## config.mk

```make
export PLATFORM = sky130hd
export DESIGN_NAME = main_mem_arbiter
export DESIGN_NICKNAME = d
export VERILOG_FILES = /design/src/rtl/main_mem_arbiter.sv
export SDC_FILE = /design/constraint.sdc
export NUM_CORES = 1
export LEC_CHECK = 0
export CAP_MARGIN = 20
export CORE_ASPECT_RATIO = 0.6
export CORE_MARGIN = 1
export CORE_UTILIZATION = 45
export CTS_BUF_LIST = sky130_fd_sc_hd__clkbuf_16
export DETAILED_ROUTE_END_ITERATION = 10
export PLACE_DENSITY = 0.85
export SLEW_MARGIN = 5
export SYNTH_ARGS = -nofsm -noshare
export SYNTH_HDL_FRONTEND = slang
export SYNTH_SLANG_ARGS = --single-unit
```

## constraint.sdc

```tcl
create_clock -name clock -period 3.28 [get_ports clock]
set_input_delay 0.656 -clock clock [delete_from_list [all_inputs] [get_ports clock]]
set_output_delay 0.656 -clock clock [all_outputs]
set_load 0.01 [all_outputs]
```

## src/rtl/main_mem_arbiter.sv

```systemverilog
// main_mem_arbiter
//   Shares the single-port main RAM between the processor (port 0, fixed
//   priority) and a secondary requester (port 1, e.g. loader or DMA).
//   A starvation counter forces one port-1 grant after MAX_HOLD consecutive
//   port-0 grants while port 1 is waiting.
//
// Ports
//   clock, n_reset            system clock (rising edge), async active-low reset
//   pX_req/wren/addr/data     access request from port X
//   pX_gnt                    access issued this cycle (combinational)
//   pX_q, pX_qvalid           registered read data, one-cycle valid pulse
//   m_addr/m_data/m_wren      RAM drive (RAM itself is clocked on ~clock)
//   m_q                       RAM read data
module main_mem_arbiter #(
  parameter int ADDR_W   = 12,
  parameter int DATA_W   = 16,
  parameter int MAX_HOLD = 8
) (
  input  logic              clock,
  input  logic              n_reset,
  input  logic              p0_req,
  input  logic              p0_wren,
  input  logic [ADDR_W-1:0] p0_addr,
  input  logic [DATA_W-1:0] p0_data,
  output logic              p0_gnt,
  output logic [DATA_W-1:0] p0_q,
  output logic              p0_qvalid,
  input  logic              p1_req,
  input  logic              p1_wren,
  input  logic [ADDR_W-1:0] p1_addr,
  input  logic [DATA_W-1:0] p1_data,
  output logic              p1_gnt,
  output logic [DATA_W-1:0] p1_q,
  output logic              p1_qvalid,
  output logic [ADDR_W-1:0] m_addr,
  output logic [DATA_W-1:0] m_data,
  output logic              m_wren,
  input  logic [DATA_W-1:0] m_q
);

  localparam logic [7:0] HOLD_MAX = 8'(MAX_HOLD);

  logic [7:0]        hold_cnt;
  logic [ADDR_W-1:0] addr_r;
  logic [DATA_W-1:0] data_r;

  // Grants are gated by n_reset so an assertion kills the access at once,
  // without waiting for a clock edge.
  always_comb begin
    p0_gnt = 1'b0;
    p1_gnt = 1'b0;
    if (n_reset) begin
      if (p0_req && (!p1_req || (hold_cnt < HOLD_MAX))) begin
        p0_gnt = 1'b1;
      end else if (p1_req) begin
        p1_gnt = 1'b1;
      end
    end
  end

  // Granted port drives the RAM directly; when idle the last driven
  // address/data are held from registered copies.
  always_comb begin
    m_addr = addr_r;
    m_data = data_r;
    m_wren = 1'b0;
    if (p0_gnt) begin
      m_addr = p0_addr;
      m_data = p0_data;
      m_wren = p0_wren;
    end else if (p1_gnt) begin
      m_addr = p1_addr;
      m_data = p1_data;
      m_wren = p1_wren;
    end
  end

  always_ff @(posedge clock or negedge n_reset) begin
    if (!n_reset) begin
      addr_r <= '0;
      data_r <= '0;
    end else if (p0_gnt || p1_gnt) begin
      addr_r <= m_addr;
      data_r <= m_data;
    end
  end

  // Counts port-0 wins over a waiting port 1; any port-1 grant or a cycle
  // without p1_req restarts the count.
  always_ff @(posedge clock or negedge n_reset) begin
    if (!n_reset) begin
      hold_cnt <= '0;
    end else if (!p1_req || p1_gnt) begin
      hold_cnt <= '0;
    end else if (p0_gnt && (hold_cnt < HOLD_MAX)) begin
      hold_cnt <= hold_cnt + 8'd1;
    end
  end

  // The RAM presents read data at the falling edge inside the grant cycle,
  // so it is captured at the closing rising edge; q/qvalid appear the
  // following cycle and m_q never reaches an output combinationally.
  always_ff @(posedge clock or negedge n_reset) begin
    if (!n_reset) begin
      p0_q      <= '0;
      p0_qvalid <= 1'b0;
      p1_q      <= '0;
      p1_qvalid <= 1'b0;
    end else begin
      p0_qvalid <= p0_gnt && !p0_wren;
      p1_qvalid <= p1_gnt && !p1_wren;
      if (p0_gnt && !p0_wren) begin
        p0_q <= m_q;
      end
      if (p1_gnt && !p1_wren) begin
        p1_q <= m_q;
      end
    end
  end

endmodule

```

==> summary.txt <==
Clocking
  – Clk root buf: clkbuf_16
  – Clock Latency Late Sink: ~0.32 ns
  – Longest Clk Path Bufs: 2
  – CTS Buf Count: 9
  – TritonCTS Sinks: 70
  – Hold-fix buffers at CTS: 0
  – H-Tree Level Count: 3
  – Clk slew on worst S/H paths: around 0.050 ns
  – CTS tree: yes

Timing
  – Post-layout min period: around 3.2 ns
  – Relative slew margins: 0.314
  – Hold Vio Cnt, Final: 0
  – Fin. max-slew vios: 0
  – Fin crit share: 0.984
  – Sum Neg Setup Slack: 0 ns
  – Final setup violation count: 0
  – RSZ-0062 raised after global routing: false
  – Worst-margin pin slew: ~1.0 ns
  – Top achievable clock speed: between 0.3 and 0.4 GHz
  – Final clock skew: around 0.0054 ns
  – Final worst slack: approximately 0.054 ns

Drt
  – Vias/cell: 5.71
  – Via count: 2751
  – Initial drt markers: about 130
  – Final ANT Viol Nets: 0
  – Pre-antenna DRT Iters: 7
  – Wirelength per Cell: 18.3 um
  – DRT Wirelength: a little under 9 mm
  – Residual DRC: 4

Synth
  – Post-synthesis sequential area ratio: 0.537
  – Mapped cell area: 3260 um2
  – Avg Inst Size Synth: between 10 and 15 um2
  – Flops & latches, synth: 70
  – Count of cell types in the netlist: 32
  – Syn Nets: approximately 320
  – Yosys warns: 0
  – Syn Inst Count: between 200 and 250

Flow run
  – Max-Cap Viols: 0

Global route
  – Pin count of the biggest net entering global routing: between 50 and 60
  – Total grt overflow: 0
  – Antenna violations before repair: 0
  – First-pass GRT wire length: ~13 mm
  – Gr usage total: 0.231
  – Vias in the first global route: about 2700

Worst setup path
  – CP required: 2.62 ns
  – Crit. End Element: output pin
  – Crit-path max FO: 38
  – Startpoint Class: primary input
  – Worst Path Arrival: about 2.6 ns
  – Critical path class: primary input to output pin

Placement
  – GP Congestion: 0.765
  – Port-buffer cells: 142
  – DP Wirelength: approximately 6.3 mm
  – DP Worst Slack: 0.0466 ns

Floorplanning
  – Die Y-Extent: between 60 and 70 um
  – Initial core utilization: 0.476
  – Row count: 23
  – DIE WIDTH: between 100 and 150 um
  – DIE AREA: approximately 7600 um2
  – # IOs: roughly 140
  – CORE AREA: 6850 um2

Min path
  – Hold WC Path Type: primary input to asynchronous set/reset pin

Status
  – Status: finished with violations
  – Violated checks: DRC

Cells and area
  – Ant diodes: 0
  – Final #Nets: between 400 and 500
  – Final core utilization: 0.748
  – Layout cells sized above 1: 0.134
  – Synth-to-Final Area Change: 57.0%

Power and ir drop
  – Maximum vdd drop: slightly above 0.3 mV
  – Leakage: roughly 0.0022 uW
  – Pwr Density: roughly 520 nW/um2
## stage by stage
| step | power (uW) | cells | area [um2] | hold slack (ns) |
|---|---|---|---|---|
| final | 2650 | 482 | 5120 | 0.166 |
| after global placement | 1820 | 465 | 4830 | 0.467 |
| after detailed placement | 1850 | 465 | 4830 | 0.474 |
| after global routing | 2780 | 482 | 5120 | 0.167 |
| after floorplan | 1380 | 242 | 3260 | 0.360 |
| after CTS | 2680 | 480 | 5080 | 0.158 |
## report_power, final
group | switching (uW) | internal [uW] | leakage, uW
Combinational | 300 | 484 | 0.00117
Sequential | 54.5 | 999 | 0.000854
Clock | 325 | 491 | 0.000134
## worst max-delay path: stages
cell,delay [ns]
clkdlybuf4s50_1,0.49
nor4b_4,0.29
a21oi_4,0.12
buf_12,0.20
a221o_1,0.30
clkdlybuf4s50_1,0.51
## placed cells by master, fill, tap and decap left out, types with 2 or more instances in the layout
| cell type | instances |
|---|---|
| a21boi_0 | 2 |
| a221o_1 | 56 |
| a22o_1 | 2 |
| a41oi_1 | 2 |
| and2_1 | 31 |
| and3b_1 | 2 |
| buf_12 | 3 |
| buf_4 | 10 |
| clkbuf_16 | 10 |
| clkdlybuf4s50_1 | 138 |
| clkinv_1 | 2 |
| dfrtp_1 | 70 |
| dlymetal6s2s_1 | 3 |
| inv_1 | 4 |
| mux2_1 | 9 |
| mux2_2 | 23 |
| nand2_1 | 2 |
| nand2b_1 | 2 |
| nor2b_1 | 3 |
| nor3b_1 | 3 |
| nor4bb_1 | 2 |
## flip-flops by register name, summed over array words and instances, names as in the netlist
signal     flops
data_r        16
p0_q          16
p1_q          16
addr_r        12
hold_cnt       8
p0_qvalid      1
p1_qvalid      1
## synth_stat cells
| master | instances | area (um2) |
|---|---|---|
| nor2b_1 | 3 | 18.8 |
| o211ai_1 | 1 | 7.51 |
| or4_1 | 1 | 7.51 |
| dfrtp_1 | 70 | 1750 |
| a211oi_4 | 1 | 20.0 |
| a221o_1 | 56 | 561 |
| nand3b_1 | 1 | 7.51 |
| nor2_1 | 1 | 3.75 |
| and3b_1 | 2 | 17.5 |
| a31oi_1 | 1 | 6.26 |
| mux2_2 | 23 | 259 |
| inv_1 | 1 | 3.75 |
| a21boi_0 | 2 | 15.0 |
| clkbuf_1 | 6 | 22.5 |
| nor4bb_1 | 2 | 20.0 |
| nor4_1 | 1 | 6.26 |
| a32o_1 | 1 | 10.0 |
| ha_1 | 1 | 12.5 |
| and2_1 | 31 | 194 |
| nor3b_1 | 3 | 22.5 |
| nor4b_4 | 1 | 23.8 |
| a21oi_2 | 2 | 17.5 |
| nand2b_1 | 2 | 12.5 |
| buf_4 | 1 | 7.51 |
| buf_6 | 3 | 33.8 |
| o21ai_1 | 1 | 5.00 |
| a22o_1 | 2 | 17.5 |
| buf_2 | 8 | 40.0 |
| o22ai_2 | 1 | 12.5 |
| mux2_1 | 9 | 101 |
| nand2_1 | 2 | 7.51 |
| a41oi_1 | 2 | 17.5 |
## what timing repair did
action	in CTS	in global routing
gates resized for setup	0	4
buffers inserted	0	1
endpoints found under the setup margin	0	26
## layer usage
| metal | GRT usage | vias to the layer above | wire length (um) |
|---|---|---|---|
| li1 | - | 1263 | - |
| met5 | 0 | - | 0 |
| met3 | 0.0753 | 12 | 535 |
| met1 | 0.303 | 1382 | 3960 |
| met2 | 0.365 | 94 | 4170 |
| met4 | 0.0817 | 0 | 153 |
## cell families after synthesis
kind of cell,share of synthesized area
adder cells (fa/ha/maj),0.00383
AND/OR/NAND/NOR,0.105
AO/OA/AOI/OAI,0.211
buffers and inverters,0.0330
multiplexers,0.110
flip-flops,0.537
## path summary, 6_finish.rpt
check,end,startpoint,slack (ns),cells past startpoint
max in group asynchronous,p0_q[9]$_DFFE_PN0P_,n_reset,2.40,2
hold reg to reg,p1_q[12]$_DFFE_PN0P_,p1_q[12]$_DFFE_PN0P_,0.48,1
hold / removal,p0_q[12]$_DFFE_PN0P_,n_reset,0.17,1
setup / recovery,m_addr[7],p0_req,0.05,6
min in group clock,p1_q[12]$_DFFE_PN0P_,p1_q[12]$_DFFE_PN0P_,0.48,1
setup reg to reg,p0_q[2]$_DFFE_PN0P_,hold_cnt[3]$_DFFE_PN0P_,1.34,3
## final cells by class
cell class,instances,area (um2)
well taps,87,109
clock buffers,9,225
fillers,452,1730
repair buffers,156,1590
inverters,1,3.75
multi-input cells,153,1420
clock inverters,6,23.8
flip-flops and latches,70,1750
No activity file was read; power rests on OpenSTA's default activity.
